### config.mk
export PLATFORM = sky130hd
export DESIGN_NAME = uart_cmd_rx
export DESIGN_NICKNAME = d
export VERILOG_FILES = /design/src/rtl/drive_cmd_pkg.sv /design/src/rtl/uart_rx.sv /design/src/rtl/uart_cmd_rx.sv
export SDC_FILE = /design/constraint.sdc
export NUM_CORES = 1
export LEC_CHECK = 0
export ABC_CLOCK_PERIOD_IN_PS = 2260
export CAP_MARGIN = 10
export CORE_AREA = 4 4 77 79
export DETAILED_ROUTE_END_ITERATION = 7
export DIE_AREA = 0 0 81 83
export PLACE_DENSITY_LB_ADDON = 0.2
export RECOVER_POWER = 25
export SETUP_SLACK_MARGIN = 0.3
export SLEW_MARGIN = 0
export SYNTH_ARGS = -nofsm -noshare
export SYNTH_HDL_FRONTEND = slang
export SYNTH_SLANG_ARGS = --single-unit
### constraint.sdc
create_clock -name clk -period 2.26 [get_ports clk]
set_input_delay 0.565 -clock clk [delete_from_list [all_inputs] [get_ports clk]]
set_output_delay 0.565 -clock clk [all_outputs]
set_load 0.02 [all_outputs]
### src/rtl/drive_cmd_pkg.sv
// Shared drive-command definitions: command enum, ASCII encoding table and decoder,
// plus the receive FSM state type exposed for debug.
package drive_cmd_pkg;

    typedef enum logic [2:0] {
        CMD_STOP,
        CMD_FWD,
        CMD_BACK,
        CMD_LEFT,
        CMD_RIGHT,
        CMD_SPIN
    } drive_cmd_t;

    typedef enum logic [2:0] {
        RX_IDLE,
        RX_START,
        RX_DATA,
        RX_STOP,
        RX_BREAK
    } rx_state_t;

    localparam logic [7:0] ASCII_STOP  = 8'h53;  // 'S'
    localparam logic [7:0] ASCII_FWD   = 8'h46;  // 'F'
    localparam logic [7:0] ASCII_BACK  = 8'h42;  // 'B'
    localparam logic [7:0] ASCII_LEFT  = 8'h4C;  // 'L'
    localparam logic [7:0] ASCII_RIGHT = 8'h52;  // 'R'
    localparam logic [7:0] ASCII_SPIN  = 8'h41;  // 'A'

    typedef struct packed {
        logic       hit;
        drive_cmd_t cmd;
    } cmd_decode_t;

    // Inverse of command_translator; only the uppercase letters are legal.
    function automatic cmd_decode_t ascii_to_cmd(input logic [7:0] ch);
        cmd_decode_t d;
        d.hit = 1'b1;
        d.cmd = CMD_STOP;
        case (ch)
            ASCII_STOP:  d.cmd = CMD_STOP;
            ASCII_FWD:   d.cmd = CMD_FWD;
            ASCII_BACK:  d.cmd = CMD_BACK;
            ASCII_LEFT:  d.cmd = CMD_LEFT;
            ASCII_RIGHT: d.cmd = CMD_RIGHT;
            ASCII_SPIN:  d.cmd = CMD_SPIN;
            default:     d.hit = 1'b0;
        endcase
        return d;
    endfunction

endpackage

### src/rtl/uart_rx.sv
// 8N1 UART deserialiser: input synchroniser, mid-bit sampling FSM and baud counter.
// data_valid / frame_err are single-cycle pulses with no back-pressure; the consumer must take them.
module uart_rx
    import drive_cmd_pkg::*;
#(
    parameter int CLK_FREQ    = 50_000_000,
    parameter int BAUD        = 115_200,
    parameter int SYNC_STAGES = 2
) (
    input  logic       clk,
    input  logic       reset_n,
    input  logic       uart_in,
    output logic [7:0] data_rx,
    output logic       data_valid,
    output logic       frame_err,
    output rx_state_t  state
);

    localparam int CLKS_PER_BIT = CLK_FREQ / BAUD;
    localparam int HALF         = CLKS_PER_BIT / 2;
    localparam int CW           = $clog2(CLKS_PER_BIT + 1);
    localparam logic [CW-1:0] BIT_LAST  = CW'(CLKS_PER_BIT - 1);
    localparam logic [CW-1:0] HALF_LAST = CW'(HALF - 1);

    logic [SYNC_STAGES-1:0] sync_q;
    logic                   rx_s;
    rx_state_t              state_n;
    logic [CW-1:0]          cnt, cnt_n;
    logic [2:0]             bit_idx, bit_n;
    logic [7:0]             shift, shift_n, data_n;
    logic                   valid_n, ferr_n;

    assign rx_s = sync_q[SYNC_STAGES-1];

    always_ff @(posedge clk or negedge reset_n) begin
        if (!reset_n) begin
            sync_q     <= '1;
            state      <= RX_IDLE;
            cnt        <= '0;
            bit_idx    <= '0;
            shift      <= '0;
            data_rx    <= '0;
            data_valid <= 1'b0;
            frame_err  <= 1'b0;
        end else begin
            sync_q     <= {sync_q[SYNC_STAGES-2:0], uart_in};
            state      <= state_n;
            cnt        <= cnt_n;
            bit_idx    <= bit_n;
            shift      <= shift_n;
            data_rx    <= data_n;
            data_valid <= valid_n;
            frame_err  <= ferr_n;
        end
    end

    always_comb begin
        state_n = state;
        cnt_n   = cnt;
        bit_n   = bit_idx;
        shift_n = shift;
        data_n  = data_rx;
        valid_n = 1'b0;
        ferr_n  = 1'b0;
        case (state)
            RX_IDLE: begin
                if (!rx_s) begin
                    cnt_n   = '0;
                    bit_n   = '0;
                    state_n = RX_START;
                end
            end
            RX_START: begin
                // Re-check the line at mid start bit so short glitches are dropped.
                if (cnt == HALF_LAST) begin
                    cnt_n   = '0;
                    state_n = rx_s ? RX_IDLE : RX_DATA;
                end else begin
                    cnt_n = cnt + 1'b1;
                end
            end
            RX_DATA: begin
                if (cnt == BIT_LAST) begin
                    cnt_n            = '0;
                    shift_n[bit_idx] = rx_s;
                    bit_n            = bit_idx + 3'd1;
                    if (bit_idx == 3'd7) state_n = RX_STOP;
                end else begin
                    cnt_n = cnt + 1'b1;
                end
            end
            RX_STOP: begin
                // Leaving at mid-stop lets a following start edge be caught with no idle gap.
                if (cnt == BIT_LAST) begin
                    cnt_n = '0;
                    if (rx_s) begin
                        data_n  = shift;
                        valid_n = 1'b1;
                        state_n = RX_IDLE;
                    end else begin
                        ferr_n  = 1'b1;
                        state_n = RX_BREAK;
                    end
                end else begin
                    cnt_n = cnt + 1'b1;
                end
            end
            RX_BREAK: begin
                if (rx_s) state_n = RX_IDLE;
            end
            default: state_n = RX_IDLE;
        endcase
    end

endmodule

### src/rtl/uart_cmd_rx.sv
// Drive-command link receiver: uart_rx followed by one registered ASCII-to-command decode stage.
// cmd_valid / cmd_unknown pulse one cycle after data_valid and never together.
module uart_cmd_rx
    import drive_cmd_pkg::*;
#(
    parameter int CLK_FREQ    = 50_000_000,
    parameter int BAUD        = 115_200,
    parameter int SYNC_STAGES = 2
) (
    input  logic       clk,
    input  logic       reset_n,
    input  logic       uart_in,
    output logic [7:0] data_rx,
    output logic       data_valid,
    output logic       frame_err,
    output drive_cmd_t command,
    output logic       cmd_valid,
    output logic       cmd_unknown,
    output rx_state_t  rx_state
);

    cmd_decode_t dec;

    uart_rx #(
        .CLK_FREQ    (CLK_FREQ),
        .BAUD        (BAUD),
        .SYNC_STAGES (SYNC_STAGES)
    ) u_uart_rx (
        .clk        (clk),
        .reset_n    (reset_n),
        .uart_in    (uart_in),
        .data_rx    (data_rx),
        .data_valid (data_valid),
        .frame_err  (frame_err),
        .state      (rx_state)
    );

    assign dec = ascii_to_cmd(data_rx);

    always_ff @(posedge clk or negedge reset_n) begin
        if (!reset_n) begin
            command     <= CMD_STOP;
            cmd_valid   <= 1'b0;
            cmd_unknown <= 1'b0;
        end else begin
            cmd_valid   <= data_valid && dec.hit;
            cmd_unknown <= data_valid && !dec.hit;
            if (data_valid && dec.hit) command <= dec.cmd;
        end
    end

endmodule

---- Word level (Yosys, flattened, before mapping) ----
Index checks and enable logic that the tools add are counted.
word-level totals
  bits of input ports ..................... 3
  bits in registers ....................... 40
  output and inout bits ................... 18
  word-level logic and storage cells ...... 75
operators by class
  muxes and demuxes ....................... 27
  add/subtract/negate cells ............... 2
  equality and inequality tests ........... 19
  reduce and logical (&&, ||, !) cells .... 14
  order comparisons ....................... 2
operators with widths
  operator                                                     count
  equality test 8 x 7 -> 1 bit (second input constant)         6
  case mux 3 bit (5 select lines)                              2
  two-way mux 3 bit                                            9
  two-way mux 9 bit                                            3
  case mux 9 bit (3 select lines)                              1
  != test 2 x 1 -> 1 bit (second input constant)               5
  adder 9 x 1 -> 9 bit (second input constant)                 1
  equality test 9 x 8 -> 1 bit (second input constant)         1
  equality test 9 bit (second input constant)                  1
  bitwise mux 8 bit                                            1
  two-way mux 1 bit                                            8
  equality test 3 x 2 -> 1 bit (second input constant)         2
  equality test 3 bit (second input constant)                  2
  case mux 3 bit (2 select lines)                              1
  AND reduction 3 bit                                          2
  AND reduction 6 bit                                          1
  OR reduction 6 bit                                           1
  less-than comparator 3 x 4 -> 1 bit (second input constant)  1
  AND reduction 2 bit                                          2
  adder 3 x 1 -> 3 bit (second input constant)                 1
  demux 1 bit (select 3 bit)                                   1
  equality test 3 x 1 -> 1 bit (second input constant)         1
  >= comparator 3 x 1 -> 1 bit (second input constant)         1
  logical AND 1 bit                                            3
  other kinds (7)                                              7

---- Depth between registers and ports, before layout ----
  word-level depth ........................ 5
  mapped depth ............................ 6
  depth with buffers taken out ............ 6

---- By module ----
From an unflattened synthesis, not the netlist that was laid out.
second synthesis, totals
  cells, all modules ...................... 196
  area, all modules ....................... 2093.3 µm²
modules (own cells, without submodules)
  module       seq. area each (µm²)  area each (µm²)  cells each  times used
  uart_rx      878.3                 1778.0           161         1
  uart_cmd_rx  125.1                 315.3            35          1

---- Worst setup path after synthesis ----
No wires, ideal clock.
  path type ............................... reg2reg
  from .................................... register u_uart_rx.cnt[1]
  to ...................................... register u_uart_rx.bit_idx[0]
  library setup time ...................... 0.125 ns
  data required time ...................... 2.135 ns
  period minus slack after synthesis ...... 1.971 ns
  path slack .............................. 0.289 ns
  arrival ................................. 1.846 ns
  path buffers ............................ 0
  cell stages (with the launch flop) ...... 7
  path through ............................ dfrtp_1 > inv_1 > ha_1 > nand2_2 > or4_4 > a211o_1 > mux2_4
on the way
  cells in the longest elaborated chain, start to end .. 3
RTL lines
  element                                  line           text
  start: declaration                       uart_rx.sv:28  logic [CW-1:0] cnt, cnt_n;
  start signal: assignment                 uart_rx.sv:48  cnt <= cnt_n;
  equality test 9 bit                      uart_rx.sv:83  if (cnt == BIT_LAST) begin
  != test 2 x 1 -> 1 bit (no source line)  n/a
  AND reduction 3 bit (no source line)     n/a
  end signal: assignment                   uart_rx.sv:49  bit_idx <= bit_n;
  end: declaration                         uart_rx.sv:29  logic [2:0] bit_idx, bit_n;
Every way passes these cells.
A chain may end at the register's enable or synchronous reset.

---- Final worst setup path ----
Ends and elaborated chain as after synthesis.

==> impl_metrics.yaml <==
run_status:
  status: "finished, final reports clean"
logic_synthesis:
  synthCells: 193
  synth.area.top_cells: "dfrtp_1 47%, mux2_2 8.9%, nand2_1 3.3%"
  syn-num-nets: 201
  synth_top_cell_area_share_pct: 47.1
  synth_edf_count: 0
  yosysWarnings: 0
  synthMostInstantiatedCell: "dfrtp_1"
  syn_area_mm2: 0.00202
  synth_flop_cell: "dfrtp_1"
  async_flop_share_pct: 100
  avgSynthCellArea_um2: 10.5
  synth-seq-cells: 40
  synth_commonest_cells: "38 x dfrtp_1, 18 x nand2_1, 16 x mux2_2"
  yosysTopAreaCell: "dfrtp_1"
  seq_area_frac_synth_pct: 49.7
  ys_types: 50
worst_setup_path:
  cp_cell_sequence: "inv_2 > ha_4 > nand2_4 > or4_4 > a211o_1 > mux2_4"
  startpoint_type: "flop"
  critPathArrivalTime_ps: 2160
  worst-endpoint-required_ps: 2450
  worstSetupPathType: "reg2reg"
  cp_max_fo: 4
  endpoint_kind: "flop"
  cp_slowest_stage_delay_ps: 530
  slowest_stage: "or4_4"
timing:
  rsz0062_at_grt: "yes"
  finalCriticalPeriod_ps: 1970
  final-setup-viol-count: 0
  clock.fmax_mhz: 508
  slew_headroom_pct: 53.9
  tightest_slew_ps: 692
  hold_violations: 0
  fin_skew_ps: 9.33
  period_share_pct: 87.1
  maxSlewViolCount: 0
  holdWs_ps: 302
  tns_ps: 0
die:
  die_height_um: 83
  die_area_mm2: 0.00672
  dieWidth_um: 81
  core-area_mm2: 0.00534
  rows: 27
  io_pins: 21
  initial_utilization_pct: 37.8
pwr:
  p_comb_share_pct: 1.3
  power.leakage_uw: 0.00113
  p_sw_uw: 295
  power_uw: 1350
  p_int_uw: 1050
  swShare_pct: 21.9
  pwr-share-seq_pct: 53.5
  peakVddDrop_mv: 0.274
  p_clk_share_pct: 45.2
  power_density_mw_per_mm2: 537
routing:
  drt_iter0_drc: 110
  num_vias: 1533
  wirelength_um: 4270
  viasPerCell: 5.20
  drtAntennaViolNets: 0
  dr.pass1.iters: 4
  drc: 0
  wl_per_cell_um: 14.5
flow_run:
  maxCapViolCount: 0
hold_path:
  min_path_type: "in2async"
clocking:
  cts_buffers: 5
  clock_latency_ps: 300
  root_buffer: "clkbuf_8"
  cts.path.max_buffers: 2
  cts_tree: "done"
  cts_hold_buf: 0
  htree_levels: 2
  clock_sinks: 40
  cts.clk_slew.worst_paths_ps: 80
placed_design:
  io_buffers: 20
  place_hpwl_um: 2930
  place_congestion: 0.815
global_route:
  grt_pass1_vias: 1468
  grt_max_degree: 33
  grt_first_pass_wirelength_um: 7220
  grt_usage_pct: 14.0
  antenna_found_initial: 0
  gr-total-overflow: 0
layout:
  num_antenna_cells: 0
  finalNetCount: 230
  final_layout_size_suffix_gt1_share_pct: 24.7
  syn_to_final_growth_pct: 24.5
metal layers:
metal | track usage, % | share of wire (%) | routed length (µm)
met1 | 20.3 | 50 | 2120
met3 | 3.69 | 4.2 | 181
met5 | 0 | 0 | 0
met4 | 5.99 | 2.1 | 89
met2 | 19.5 | 44 | 1880
flip-flops by register name, indices dropped and copies added, names as in the netlist, 2 cells and up:
signal / count
u_uart_rx.sync_q: 2
u_uart_rx.cnt: 9
u_uart_rx.bit_idx: 3
command: 3
u_uart_rx.state: 3
u_uart_rx.shift: 8
u_uart_rx.data_rx: 8
power groups by stage:
| stage | Sequential, µW | Combinational (µW) | Clock [µW] |
|---|---|---|---|
| final | 723 | 17.6 | 609 |
| after global routing | 724 | 21.7 | 661 |
| after CTS | 723 | 19.7 | 626 |
| after detailed placement | 737 | 19.6 | 0 |
| after global placement | 737 | 19.8 | 0 |
| after floorplan | 734 | 2.75 | 0 |
worst max-delay path, delay by kind of cell, from the launching register on:
kind	cells	cell delay (ps)
and+or+nand+nor	2	580
adders and majority gates	1	150
muxes	1	300
AOI/OAI and AO/OA	1	330
DFF	1	390
buffers and inverters	1	90
worst paths after layout:
kind | startpoint | cells past startpoint | end | slack [ps]
worst max-delay path | u_uart_rx.cnt[1] | 6 | u_uart_rx.bit_idx[0] | 290
worst min-delay path | reset_n | 1 | u_uart_rx.frame_err | 300
worst max register to register | u_uart_rx.cnt[1] | 6 | u_uart_rx.bit_idx[0] | 290
worst min register to register | u_uart_rx.sync_q[0] | 0 | u_uart_rx.sync_q[1] | 360
max in group asynchronous | reset_n | 2 | u_uart_rx.cnt[0] | 1350
min in group clk | u_uart_rx.sync_q[0] | 0 | u_uart_rx.sync_q[1] | 360
logic make-up (layout without fill, tap and decap cells):
kind of cell / after synthesis / count (layout) / synth area share (%)
buffers and inverters: 14 / 44 / 2.60
AND/OR/NAND/NOR: 79 / 79 / 21.9
flip-flops: 40 / 40 / 49.7
adder cells (fa/ha/maj): 5 / 5 / 3.10
AO/OA/AOI/OAI: 32 / 32 / 10.3
multiplexers: 19 / 19 / 10.7
XOR/XNOR: 4 / 4 / 1.74
metrics by stage:
step                util (%)  setup WS, ps  instances  cell area (µm²)
finish                  47.1           291        295             2510
global placement        43.5           240        284             2320
detailed placement      43.5           188        284             2320
floorplan                  -           318        193             2020
CTS                     46.0           309        294             2450
global route            47.1           241        295             2510
layout make-up:
class / instances / area (µm²)
inverters: 7 / 26.3
multi-input cells: 139 / 1010
repair buffers: 29 / 260
flip-flops and latches: 40 / 1010
clock inverters: 3 / 46.3
clock buffers: 5 / 68.8
fillers: 545 / 2830
well taps: 72 / 90.1
placed cells by master (no fill, tap or decap), types with 4 or more instances in the layout:
cell type        count
a21oi_1              9
nor3_1               9
nor2_1              13
nand4b_1             4
dfrtp_1             34
dfrtp_2              4
buf_4                7
nand2_1             18
nand3_1              5
mux2_2              16
inv_1                6
dlygate4sd2_1        8
clkbuf_8             5
o21ai_0              7
clkdlybuf4s50_1     10
ha_1                 4
nand2b_1             4
repair_timing:
item | 4_1_cts | 5_1_grt
pin swaps | 2 | 4
endpoints found under the hold margin | 0 | 0
setup buffers | 2 | 1
gates resized for setup | 12 | 12
setup endpoints to repair | 19 | 23
No activity file was read; power rests on OpenSTA's default activity.
